**src/rtl/rom_programmer.sv**
```systemverilog
// Fuse PROM word programmer for 556PT5/556PT4: checks blank state, pulses each
// missing bit with bounded retries, verifies by readback and reports pass/fail.
module rom_programmer #(
    parameter int DATA_WIDTH    = 8,
    parameter int ADDRESS_WIDTH = 9,
    parameter int PULSE_CYCLES  = 16,
    parameter int SETTLE_CYCLES = 4,
    parameter int MAX_ATTEMPTS  = 8
) (
    input  logic                     clk,
    input  logic                     reset_n,
    input  logic                     start,
    input  logic [ADDRESS_WIDTH-1:0] address_in,
    input  logic [DATA_WIDTH-1:0]    data_in,
    input  logic [DATA_WIDTH-1:0]    data_line_in,
    output logic [3:0]               operation,
    output logic [ADDRESS_WIDTH-1:0] address_line,
    output logic [DATA_WIDTH-1:0]    bit_select,
    output logic                     busy,
    output logic                     done,
    output logic                     error,
    output logic [1:0]               fail_code,
    output logic [3:0]               fail_bit
);

    localparam int BIT_W   = (DATA_WIDTH > 1) ? $clog2(DATA_WIDTH) : 1;
    localparam int CNT_MAX = (PULSE_CYCLES > SETTLE_CYCLES) ? PULSE_CYCLES : SETTLE_CYCLES;
    localparam int CNT_W   = $clog2(CNT_MAX) + 1;
    localparam int ATT_W   = $clog2(MAX_ATTEMPTS) + 1;

    localparam logic [3:0] OP_OFF  = 4'b0000;
    localparam logic [3:0] OP_READ = 4'b1100;
    localparam logic [3:0] OP_PROG = 4'b1111;

    typedef enum logic [2:0] {
        IDLE, SETUP, CHECK, SELECT, PULSE, RECOVER, VERIFY, DONE
    } state_t;

    state_t                  state, state_d;
    logic [CNT_W-1:0]        cnt, cnt_d;
    logic [ATT_W-1:0]        attempts, attempts_d;
    logic [DATA_WIDTH-1:0]   data_q, data_d;
    logic [DATA_WIDTH-1:0]   pending, pending_d;
    logic [BIT_W-1:0]        cur_bit, cur_bit_d;
    logic [ADDRESS_WIDTH-1:0] address_d;
    logic                    error_d;
    logic [1:0]              fail_code_d;
    logic [3:0]              fail_bit_d;
    logic [3:0]              operation_d;
    logic [DATA_WIDTH-1:0]   bit_select_d;
    logic [DATA_WIDTH-1:0]   overblown;

    function automatic logic [BIT_W-1:0] lowest_set(input logic [DATA_WIDTH-1:0] v);
        logic [BIT_W-1:0] idx;
        idx = '0;
        for (int unsigned i = DATA_WIDTH; i > 0; i--) begin
            if (v[i-1]) idx = BIT_W'(i - 1);
        end
        return idx;
    endfunction

    assign overblown = data_line_in & ~data_q;

    always_comb begin
        state_d     = state;
        cnt_d       = cnt;
        attempts_d  = attempts;
        data_d      = data_q;
        pending_d   = pending;
        cur_bit_d   = cur_bit;
        address_d   = address_line;
        error_d     = error;
        fail_code_d = fail_code;
        fail_bit_d  = fail_bit;

        case (state)
            IDLE: begin
                if (start) begin
                    address_d   = address_in;
                    data_d      = data_in;
                    error_d     = 1'b0;
                    fail_code_d = 2'b00;
                    fail_bit_d  = 4'd0;
                    cnt_d       = CNT_W'(SETTLE_CYCLES - 1);
                    state_d     = SETUP;
                end
            end
            SETUP: begin
                if (cnt == '0) state_d = CHECK;
                else cnt_d = cnt - CNT_W'(1);
            end
            CHECK: begin
                if (overblown != '0) begin
                    error_d     = 1'b1;
                    fail_code_d = 2'b01;
                    fail_bit_d  = 4'(lowest_set(overblown));
                    state_d     = DONE;
                end else begin
                    pending_d = data_q & ~data_line_in;
                    state_d   = SELECT;
                end
            end
            SELECT: begin
                if (pending == '0) begin
                    state_d = DONE;
                end else begin
                    cur_bit_d  = lowest_set(pending);
                    attempts_d = ATT_W'(1);
                    cnt_d      = CNT_W'(PULSE_CYCLES - 1);
                    state_d    = PULSE;
                end
            end
            PULSE: begin
                if (cnt == '0) begin
                    cnt_d   = CNT_W'(SETTLE_CYCLES - 1);
                    state_d = RECOVER;
                end else begin
                    cnt_d = cnt - CNT_W'(1);
                end
            end
            RECOVER: begin
                if (cnt == '0) state_d = VERIFY;
                else cnt_d = cnt - CNT_W'(1);
            end
            VERIFY: begin
                if (data_line_in[cur_bit]) begin
                    pending_d[cur_bit] = 1'b0;
                    state_d            = SELECT;
                end else if (attempts < ATT_W'(MAX_ATTEMPTS)) begin
                    attempts_d = attempts + ATT_W'(1);
                    cnt_d      = CNT_W'(PULSE_CYCLES - 1);
                    state_d    = PULSE;
                end else begin
                    error_d     = 1'b1;
                    fail_code_d = 2'b10;
                    fail_bit_d  = 4'(cur_bit);
                    state_d     = DONE;
                end
            end
            DONE: state_d = IDLE;
            default: state_d = IDLE;
        endcase

        // Outputs are decoded from the next state so the registered copies line up with state.
        operation_d  = OP_READ;
        bit_select_d = '0;
        case (state_d)
            IDLE:  operation_d = OP_OFF;
            PULSE: begin
                operation_d  = OP_PROG;
                bit_select_d = DATA_WIDTH'(1) << cur_bit_d;
            end
            default: operation_d = OP_READ;
        endcase
    end

    always_ff @(posedge clk or negedge reset_n) begin
        if (!reset_n) begin
            state        <= IDLE;
            cnt          <= '0;
            attempts     <= '0;
            data_q       <= '0;
            pending      <= '0;
            cur_bit      <= '0;
            address_line <= '0;
            error        <= 1'b0;
            fail_code    <= 2'b00;
            fail_bit     <= 4'd0;
            operation    <= OP_OFF;
            bit_select   <= '0;
            busy         <= 1'b0;
            done         <= 1'b0;
        end else begin
            state        <= state_d;
            cnt          <= cnt_d;
            attempts     <= attempts_d;
            data_q       <= data_d;
            pending      <= pending_d;
            cur_bit      <= cur_bit_d;
            address_line <= address_d;
            error        <= error_d;
            fail_code    <= fail_code_d;
            fail_bit     <= fail_bit_d;
            operation    <= operation_d;
            bit_select   <= bit_select_d;
            busy         <= (state_d != IDLE);
            done         <= (state_d == DONE);
        end
    end

endmodule

```
**config.mk**
```make
export PLATFORM = sky130hd
export DESIGN_NAME = rom_programmer
export DESIGN_NICKNAME = d
export VERILOG_FILES = /design/src/rtl/rom_programmer.sv
export SDC_FILE = /design/constraint.sdc
export NUM_CORES = 1
export LEC_CHECK = 0
export ABC_AREA = 1
export BUFFER_PORTS_ARGS = -buffer_cell sky130_fd_sc_hd__clkbuf_2
export CAP_MARGIN = 0
export CORE_MARGIN = 2
export CORE_UTILIZATION = 45
export DETAILED_ROUTE_END_ITERATION = 6
export HOLD_SLACK_MARGIN = 0.15
export PLACE_DENSITY = 0.72
export SETUP_SLACK_MARGIN = 0.1
export SLEW_MARGIN = 20
export SYNTH_ARGS = -nofsm -noshare
export SYNTH_HDL_FRONTEND = slang
export SYNTH_SLANG_ARGS = --single-unit
```
**constraint.sdc**
```tcl
create_clock -name clk -period 1.5 [get_ports clk]
set_input_delay 0.075 -clock clk [delete_from_list [all_inputs] [get_ports clk]]
set_output_delay 0.075 -clock clk [all_outputs]
set_load 0.01 [all_outputs]
```
==> results of run 1 <==
[layout by cell type (no fill, tap or decap), types with 9 or more instances in the layout]
cell type      count
nand2_1           91
clkbuf_2          56
dfrtp_1           54
buf_4             54
inv_1             39
dlygate4sd3_1     26
nand2_2           22
o21ai_0           18
nand3_1           17
nor2_2            13
a21oi_1           12
nor2_1            11
nor2_4            11
clkbuf_8          10
nand3_2            9
inv_2              9
[synth_stat cells (all sizes together)]
cell type / number
a21boi: 1
dfrtp: 57
o31ai: 1
xor2: 2
a31oi: 1
nor2: 35
clkbuf: 3
o22ai: 2
nor3: 4
or2: 1
nor3b: 1
clkinv: 1
nand4: 6
nand2: 121
a21oi: 16
nand3: 30
nand3b: 1
inv: 51
ha: 2
nor4: 1
buf: 5
conb: 1
o21ai: 31
o21bai: 1
[power groups by stage]
stage          Combinational, W  Sequential, W  Clock (W)
5_1_grt                 0.00523        0.00255    0.00152
3_5_place_dp            0.00344        0.00245          0
4_1_cts                 0.00404        0.00244    0.00145
2_1_floorplan           0.00199        0.00251          0
6_report                0.00477        0.00249    0.00142
3_3_place_gp            0.00336        0.00242          0
[flip-flops by register name (all words and copies together), names as in the netlist, 3 cells and up]
name          cells
cnt               5
fail_bit          3
address_line      9
state             3
attempts          4
pending           8
data_q            8
bit_select        8
cur_bit           3
[metal layers]
| metal | GRT usage [%] | vias to the layer above | wire length (um) |
|---|---|---|---|
| li1 | - | 1494 | - |
| met1 | 29.43 | 1457 | 3477 |
| met2 | 39.54 | 95 | 4444 |
| met3 | 6.231 | 17 | 407 |
| met4 | 9.238 | 0 | 204 |
| met5 | 0 | - | 0 |
[cell type report]
type,count,share of cell area (%)
sequential,57,30.98
clock inverter,5,1.192
timing repair buffer,147,24.04
inverter,52,4.553
tap,77,2.087
multi-input combinational,259,34.09
clock buffer,11,3.062
[worst max path at each step]
stage,cells past startpoint,from,end
finish,9,cur_bit[0],bit_select[1]
global route,9,cur_bit[1],bit_select[1]
CTS,11,cur_bit[0],bit_select[3]
detailed placement,11,cur_bit[0],bit_select[2]
global placement,10,state[0],bit_select[0]
floorplan,11,state[1],fail_bit[0]
[critical path: cells and delay by family, from the launching register on]
kind                   cells  cell delay [ns]
flip-flops                 1             0.46
AO/OA/AOI/OAI              1             0.26
buffers and inverters      1             0.09
AND/OR/NAND/NOR            7             0.78
[logic make-up (layout without fill, tap and decap cells)]
family,Yosys count,count (layout),share of synthesized area (%)
AND/OR/NAND/NOR,200,201,30.75
buffers and inverters,60,215,8.445
XOR/XNOR,2,2,0.6064
other,1,1,0.1298
AO/OA/AOI/OAI,53,53,9.831
adder cells (fa/ha/maj),2,2,0.8660
flip-flops,57,57,49.37
[through the flow]
step / total power (W) / instance area, um2 / instances
after floorplan: 0.004501 / 2927 / 375
after global placement: 0.005784 / 3626 / 545
after detailed placement: 0.005892 / 3626 / 545
after CTS: 0.007929 / 4302 / 597
after global routing: 0.009301 / 4617 / 608
final: 0.008678 / 4617 / 608
[what timing repair did]
action,CTS,global route
setup buffers,9,11
gates cloned,1,1
hold buffers,26,0
endpoints found under the setup margin,50,54
resized for setup,45,68
endpoints found under the hold margin,83,0
pin swaps,21,27
==> impl_metrics.yaml, run 1 <==
cells_and_area:
  register_area_um2: 1430
  area_growth_syn_to_layout_pct: 59.81
  multi_input_area_um2: 1574
  nets: 556
  antenna_cells: 0
  utilization_pct: 73.55
  fillers: 408
  layout-drive-gt1-share_pct: 44.26
detailed_routing:
  ant_nets: 0
  firstDrtPassIters: 4
  wirelength_mm: 8.534
  drtIter0Drc: 139
  viasPerCell: 5.038
  vias: 3063
  drc: 0
  wl_per_cell_um: 14.04
clock_tree:
  clk_path_buf_depth: 2
  cts_tree: "yes"
  cts_buffers: 9
  cts_root_buffer: "clkbuf_8"
  cts.clk_slew.worst_paths_ns: 0.06
  clock_latency_ns: 0.34
  cts.sinks: 57
  htreeDepth: 3
sta:
  setup_viol: 34
  slew_viol_final: 0
  rsz0062_at_grt: "true"
  setup_tns_ns: -2.517
  hold_ws_ns: 0.1893
  hold_viol_final: 0
  fmax_mhz: 592.7
  layout_min_cycle_time_ns: 1.687
  layout_setup_ws_ns: -0.1872
  fin_crit_sh_pct: 112.5
  skew_ns: 0.009564
yosys:
  ys_ff_latch: 57
  yosys.area.top_type: "dfrtp_1"
  yosys-top-cells-area: "dfrtp_1, nand2_1, inv_1"
  ys_types: 33
  syn-num-nets: 405
  synth_seq_area_share_pct: 49.37
  synth_top_area_share_pct: 49.37
  yosysWarnings: 0
  syn_inst: 375
  synth_area_um2: 2889
  syn_area_per_cell_um2: 7.704
die:
  start_util_pct: 46.02
  dieArea_um2: 7077
  die_w_um: 84.13
  core_um2: 6277
  rows: 29
  die_y_um: 84.13
  io-pin-count: 58
power_and_ir_drop:
  power_density_nw_per_um2: 1880
  clkPwrFrac_pct: 16.3
  power.leakage_nw: 2.437
  peakVddDrop_mv: 1.062
  seq_power_share_pct: 28.7
  p_sw_w: 0.003711
  share_comb_of_total_power_pct: 55.0
  p_sw_share_pct: 42.76
  p_int_w: 0.004967
setup_path:
  reg2reg_depth: 9
  path_cells: "inv_4 > nand2_2 > nand3_2 > nand2_2 > nor2_4 > nand2_4 > a21oi_4 > nand3_4 > nor2_2"
  max_stage_delay_ns: 0.46
  r2r_end: "bit_select[1]"
  crit_arrival_ns: 1.95
  cp.required_ns: 1.76
  start_kind: "flop"
  slowest_stage: "dfrtp_2"
  critPathMaxFanout: 6
  crit_type: "flop to flop"
  r2r-start: "cur_bit[0]"
  reg2reg_slack_ns: -0.19
  critPathCaptureType: "flop"
  critPathMostFrequentCell: "nand2_2"
placed_design:
  globalplace.congestion: 0.9209
  place_ws_ns: -0.1280
  hpwl_mm: 5.209
  portBuffers: 56
status:
  outcome: "complete, but fails checks"
  violations: "negative setup slack"
grt:
  grt_pass1_vias: 2966
  grt_pass1_wl_mm: 13.24
  grt_overflow_total: 0
  antenna_found_initial: 0
  grt_max_degree: 41
  globalRouteTotalUtil_pct: 23.69
job:
  maxCapViolations: 0
hold_path:
  hold_depth: 6
  min_to: "fail_bit[0]"
  hp-class: "input pin to flop"
  hp-start: "data_line_in[0]"
Note: power is estimated with default switching activity, not from simulation.
==> inputs of run 2 (changes only) <==
- MAX_ROUTING_LAYER: unset -> met4
==> impl_metrics.yaml, run 2 (synthesized netlist as in run 1, its figures left out) <==
placed_design:
  globalplace.congestion: 0.8985
  hpwl_mm: 5.193
  place_ws_ns: -0.2117
  placed_area_um2: 3638
  portBuffers: 56
clock_tree:
  cts.clk_slew.worst_paths_ns: 0.08
  clk_path_buf_depth: 2
  cts_tree: "yes"
  clock_latency_ns: 0.35
  cts_buffers: 9
  cts.sinks: 57
  cts_root_buffer: "clkbuf_8"
  htreeDepth: 3
die:
  core_um2: 6277
  start_util_pct: 46.02
  io-pin-count: 58
  rows: 29
  dieArea_um2: 7077
  die_w_um: 84.13
  die_y_um: 84.13
sta:
  setup_viol: 35
  relSlewSlack_pct: 60.37
  slew_viol_final: 0
  layout_min_cycle_time_ns: 1.707
  worstMarginPinSlew_ns: 0.5945
  fin_crit_sh_pct: 113.8
  hold_viol_final: 0
  layout_setup_ws_ns: -0.2069
  skew_ns: 0.009783
  fmax_mhz: 585.9
  rsz0062_at_grt: "true"
  hold_ws_ns: 0.1656
grt:
  antenna_found_initial: 0
  globalRouteTotalUtil_pct: 23.40
  grt_pass1_wl_mm: 12.70
  grt_overflow_total: 0
  grt_max_degree: 23
  grt_pass1_vias: 2859
setup_path:
  critPathTopFamily: "simple AND/OR/NAND/NOR gates"
  critPathCaptureType: "flop"
  slowest_stage: "dfrtp_2"
  path_cells: "inv_4 > nand2_2 > nand3_2 > nand2_2 > nor2_4 > nand2_4 > a21oi_4 > nand3_4 > nor2_1"
  crit_buf_inv: 1
  cp.required_ns: 1.77
  crit_arrival_ns: 1.98
  critPathMaxFanout: 6
  critPathMostFrequentCell: "nand2_2"
  max_stage_delay_ns: 0.46
  crit_type: "flop to flop"
  start_kind: "flop"
power_and_ir_drop:
  p_sw_share_pct: 42.71
  clkPwrFrac_pct: 18.8
  share_comb_of_total_power_pct: 53.0
  power_density_nw_per_um2: 1931
  p_int_w: 0.005061
  seq_power_share_pct: 28.2
  peakVddDrop_mv: 1.218
  p_sw_w: 0.003772
  power.leakage_nw: 2.448
job:
  maxCapViolations: 0
cells_and_area:
  largest_register_ffs: 9
  top_register: "address_line"
  utilization_pct: 72.85
  nets: 552
  antenna_cells: 0
  area_growth_syn_to_layout_pct: 58.29
  layout_commonest_cell: "nand2_1"
  layout-drive-gt1-share_pct: 42.13
  final_cell_mix: "nand2_1, clkbuf_2, dfrtp_1"
  stdcell_area_um2: 4573
hold_path:
  hp-class: "input pin to flop"
detailed_routing:
  drc: 0
  vias: 3030
  wirelength_mm: 8.642
  firstDrtPassIters: 5
  viasPerCell: 5.017
  drtIter0Drc: 155
  ant_nets: 0
  wl_per_cell_um: 14.31
status:
  violations: "negative setup slack"
  outcome: "complete, but fails checks"
[run 2: cell types whose count changed in the layout (fill, tap and decap cells not counted), moves of 4 or more]
cell / before / now
o21ai_1: 6 / 2
o21ai_2: 7 / 3
nand2_1: 91 / 97
nand2_2: 22 / 17
o21ai_0: 18 / 26
[run 2: area by class of cell]
class                      instances  area [um2]
multi-input combinational        260        1539
sequential                        57        1430
timing repair buffer             142        1074
clock inverter                     7       102.6
inverter                          52       207.7
tap                               77       96.34
fill                             421        1704
clock buffer                       9       123.9
[run 2: timing repair]
item / 4_1_cts / 5_1_grt
gates cloned: 1 / 2
hold endpoints to repair: 83 / 0
setup buffers: 3 / 11
endpoints found under the setup margin: 51 / 51
pin swaps: 13 / 21
resized for setup: 25 / 65
hold buffers: 26 / 0
[run 2: final timing paths]
check                      cells past startpoint               to  slack, ns             from
max                                            9    bit_select[6]      -0.21       cur_bit[0]
min                                            6      fail_bit[0]       0.17  data_line_in[0]
max reg2reg                                    9    bit_select[6]      -0.21       cur_bit[0]
min reg2reg                                    2  address_line[3]       0.48  address_line[3]
max in group asynchronous                      3       cur_bit[2]       0.72          reset_n
min in group asynchronous                      2           cnt[2]       0.26          reset_n
[run 2: routing by layer]
layer,up-vias,wire length (um),GRT usage [%]
li1,1492,-,-
met1,1440,3460,28.64
met4,0,182,10.56
met5,-,0,-
met3,15,341,3.561
met2,83,4658,38.31
[run 2: through the flow]
stage | setup TNS, ns | total power, W | std cells
floorplan | 0 | 0.004501 | 375
global placement | -3.942 | 0.005767 | 545
detailed placement | -5.030 | 0.005875 | 545
CTS | -1.126 | 0.007923 | 591
global route | -7.112 | 0.009428 | 604
finish | -3.852 | 0.008833 | 604
[run 2: power by group through the flow]
stage / registers [W] / logic (W) / clock network [W]
CTS: 0.00245 / 0.00380 / 0.00167
floorplan: 0.00251 / 0.00199 / 0
finish: 0.00249 / 0.00468 / 0.00166
global route: 0.00255 / 0.00511 / 0.00177
global placement: 0.00245 / 0.00332 / 0
detailed placement: 0.00247 / 0.00340 / 0
[run 2: worst reg2reg max path: stages, from the launching register on]
cell     delay, ns
dfrtp_2       0.46
inv_4         0.10
nand2_2       0.06
nand3_2       0.09
nand2_2       0.08
nor2_4        0.17
nand2_4       0.09
a21oi_4       0.28
nand3_4       0.15
nor2_1        0.15
==> inputs of run 3 (changes only) <==
- MAX_ROUTING_LAYER: met4 -> unset
- PLACE_DENSITY: 0.72 -> 0.69
- SKIP_LAST_GASP: unset -> 1
- clock period: 1.5 -> 2.05 ns (I/O delays scaled with it)
==> impl_metrics.yaml, run 3 (synthesized netlist as in run 1, its figures left out) <==
die:
  die_y_um: 84.13
  io-pin-count: 58
  dieArea_um2: 7077
  core_um2: 6277
  die_w_um: 84.13
  start_util_pct: 46.02
  rows: 29
grt:
  grt_overflow_total: 0
  antenna_found_initial: 0
  global_route.usage.met3_pct: 4.748
  use_met1_pct: 26.86
  grt_pass1_wl_mm: 11.74
  grt_pass1_vias: 2655
  globalRouteTotalUtil_pct: 20.66
  grt_max_degree: 58
  busiest_layer: "met2"
  use_met2_pct: 34.85
power_and_ir_drop:
  share_comb_of_total_power_pct: 41.0
  p_sw_share_pct: 41.67
  peakVddDrop_mv: 0.7324
  seq_power_share_pct: 36.8
  p_int_w: 0.002864
  p_sw_w: 0.002046
  power_density_nw_per_um2: 1323
  power.leakage_nw: 2.037
  clkPwrFrac_pct: 22.1
setup_path:
  crit_type: "flop to flop"
  crit_arrival_ns: 2.00
  cp.required_ns: 2.28
  critPathMaxFanout: 11
  start_kind: "flop"
  critPathCaptureType: "flop"
clock_tree:
  cts_tree: "yes"
  cts.clk_slew.worst_paths_ns: 0.07
  htreeDepth: 3
  clk_path_buf_depth: 2
  clock_latency_ns: 0.34
  cts_root_buffer: "clkbuf_8"
  cts_buffers: 9
  cts.sinks: 57
  post_cts_buffers: 0
sta:
  slew_viol_final: 0
  layout_min_cycle_time_ns: 1.778
  fmax_mhz: 562.4
  skew_ns: 0.01183
  setup_tns_ns: 0
  rsz0062_at_grt: "true"
  relSlewSlack_pct: 52.23
  fin_crit_sh_pct: 86.74
  worstMarginPinSlew_ns: 0.7165
  setup_viol: 0
  hold_viol_final: 0
placed_design:
  globalplace.congestion: 0.8573
  placed_area_um2: 3239
  portBuffers: 56
  hpwl_mm: 4.653
  placed_cells: 503
cells_and_area:
  antenna_cells: 0
  nets: 493
  largest_register_ffs: 9
  final_cell_mix: "nand2_1, dfrtp_1, clkbuf_2"
  layout-drive-gt1-share_pct: 21.37
  layout_commonest_cell: "nand2_1"
  stdcell_area_um2: 3710
  area_growth_syn_to_layout_pct: 28.41
  top_register: "address_line"
  stdcell_count: 545
detailed_routing:
  drtIter0Drc: 143
  drc: 0
  firstDrtPassIters: 4
  viasPerCell: 4.848
  ant_nets: 0
  wirelength_mm: 6.609
  wl_per_cell_um: 12.13
  vias: 2642
job:
  maxCapViolations: 0
hold_path:
  hp-class: "input pin to flop"
status:
  outcome: "complete, no violations"
[run 3: changes by cell type in the layout (fill, tap and decap cells not counted), sizes merged]
cell      previous run  this run
clkinvlp             1         2
nand2              122       121
buf                 59         3
nand3               31        30
clkbuf              66        68
inv                 54        51
bufinv               2         1
[run 3: final timing paths]
check	start	to	slack, ns	cells past startpoint
worst max-delay path	state[1]	fail_bit[2]	0.27	10
worst min-delay path	start	state[0]	0.21	5
worst max register to register	state[1]	fail_bit[2]	0.27	10
worst min register to register	fail_code[0]	fail_code[0]	0.48	2
max in group asynchronous	reset_n	attempts[1]	1.12	3
min in group asynchronous	reset_n	attempts[0]	0.42	3
[run 3: through the flow]
stage          total power [W]  hold WS, ns  util, %  setup WS [ns]
6_report              0.004910       0.2123    59.10         0.2718
5_1_grt               0.005343       0.2383    59.10        0.07528
4_1_cts               0.004928       0.2008    59.04         0.2515
3_3_place_gp          0.003729       0.2941    51.60         0.2879
3_5_place_dp          0.003786       0.2920    51.60         0.2840
2_1_floorplan         0.003218      -0.1931        -         0.6096
[run 3: power by group through the flow]
stage / Sequential (W) / Clock, W / Combinational (W)
2_1_floorplan: 0.00183 / 0 / 0.00139
3_3_place_gp: 0.00180 / 0 / 0.00192
3_5_place_dp: 0.00182 / 0 / 0.00196
4_1_cts: 0.00181 / 0.00111 / 0.00202
5_1_grt: 0.00186 / 0.00117 / 0.00232
6_report: 0.00181 / 0.00109 / 0.00201
[run 3: final cells by class]
class / count / area (um2)
clock buffers: 12 / 155.1
clock inverters: 4 / 51.30
flip-flops and latches: 57 / 1426
multi-input cells: 258 / 1219
repair buffers: 85 / 563.0
fillers: 546 / 2567
well taps: 77 / 96.34
inverters: 52 / 198.9
[run 3: critical path, cell delays in order (launching register included)]
cell	delay [ns]
dfrtp_1	0.47
inv_2	0.06
nor2_2	0.11
nand2_1	0.14
buf_4	0.21
nor2_1	0.29
nor2_4	0.11
nand2_4	0.13
inv_2	0.05
nand2_1	0.06
nand2_1	0.05
[run 3: timing repair]
action	4_1_cts	5_1_grt
hold buffers	26	0
hold endpoints to repair	82	0
gates resized for setup	0	2
setup endpoints to repair	0	18
[run 3: routing by layer]
layer | part of all wire [%] | vias up | wire length [um]
li1 | - | 1363 | -
met1 | 46 | 1205 | 3069
met2 | 48 | 64 | 3189
met3 | 4.3 | 10 | 282
met4 | 1.0 | 0 | 68
met5 | 0 | - | 0
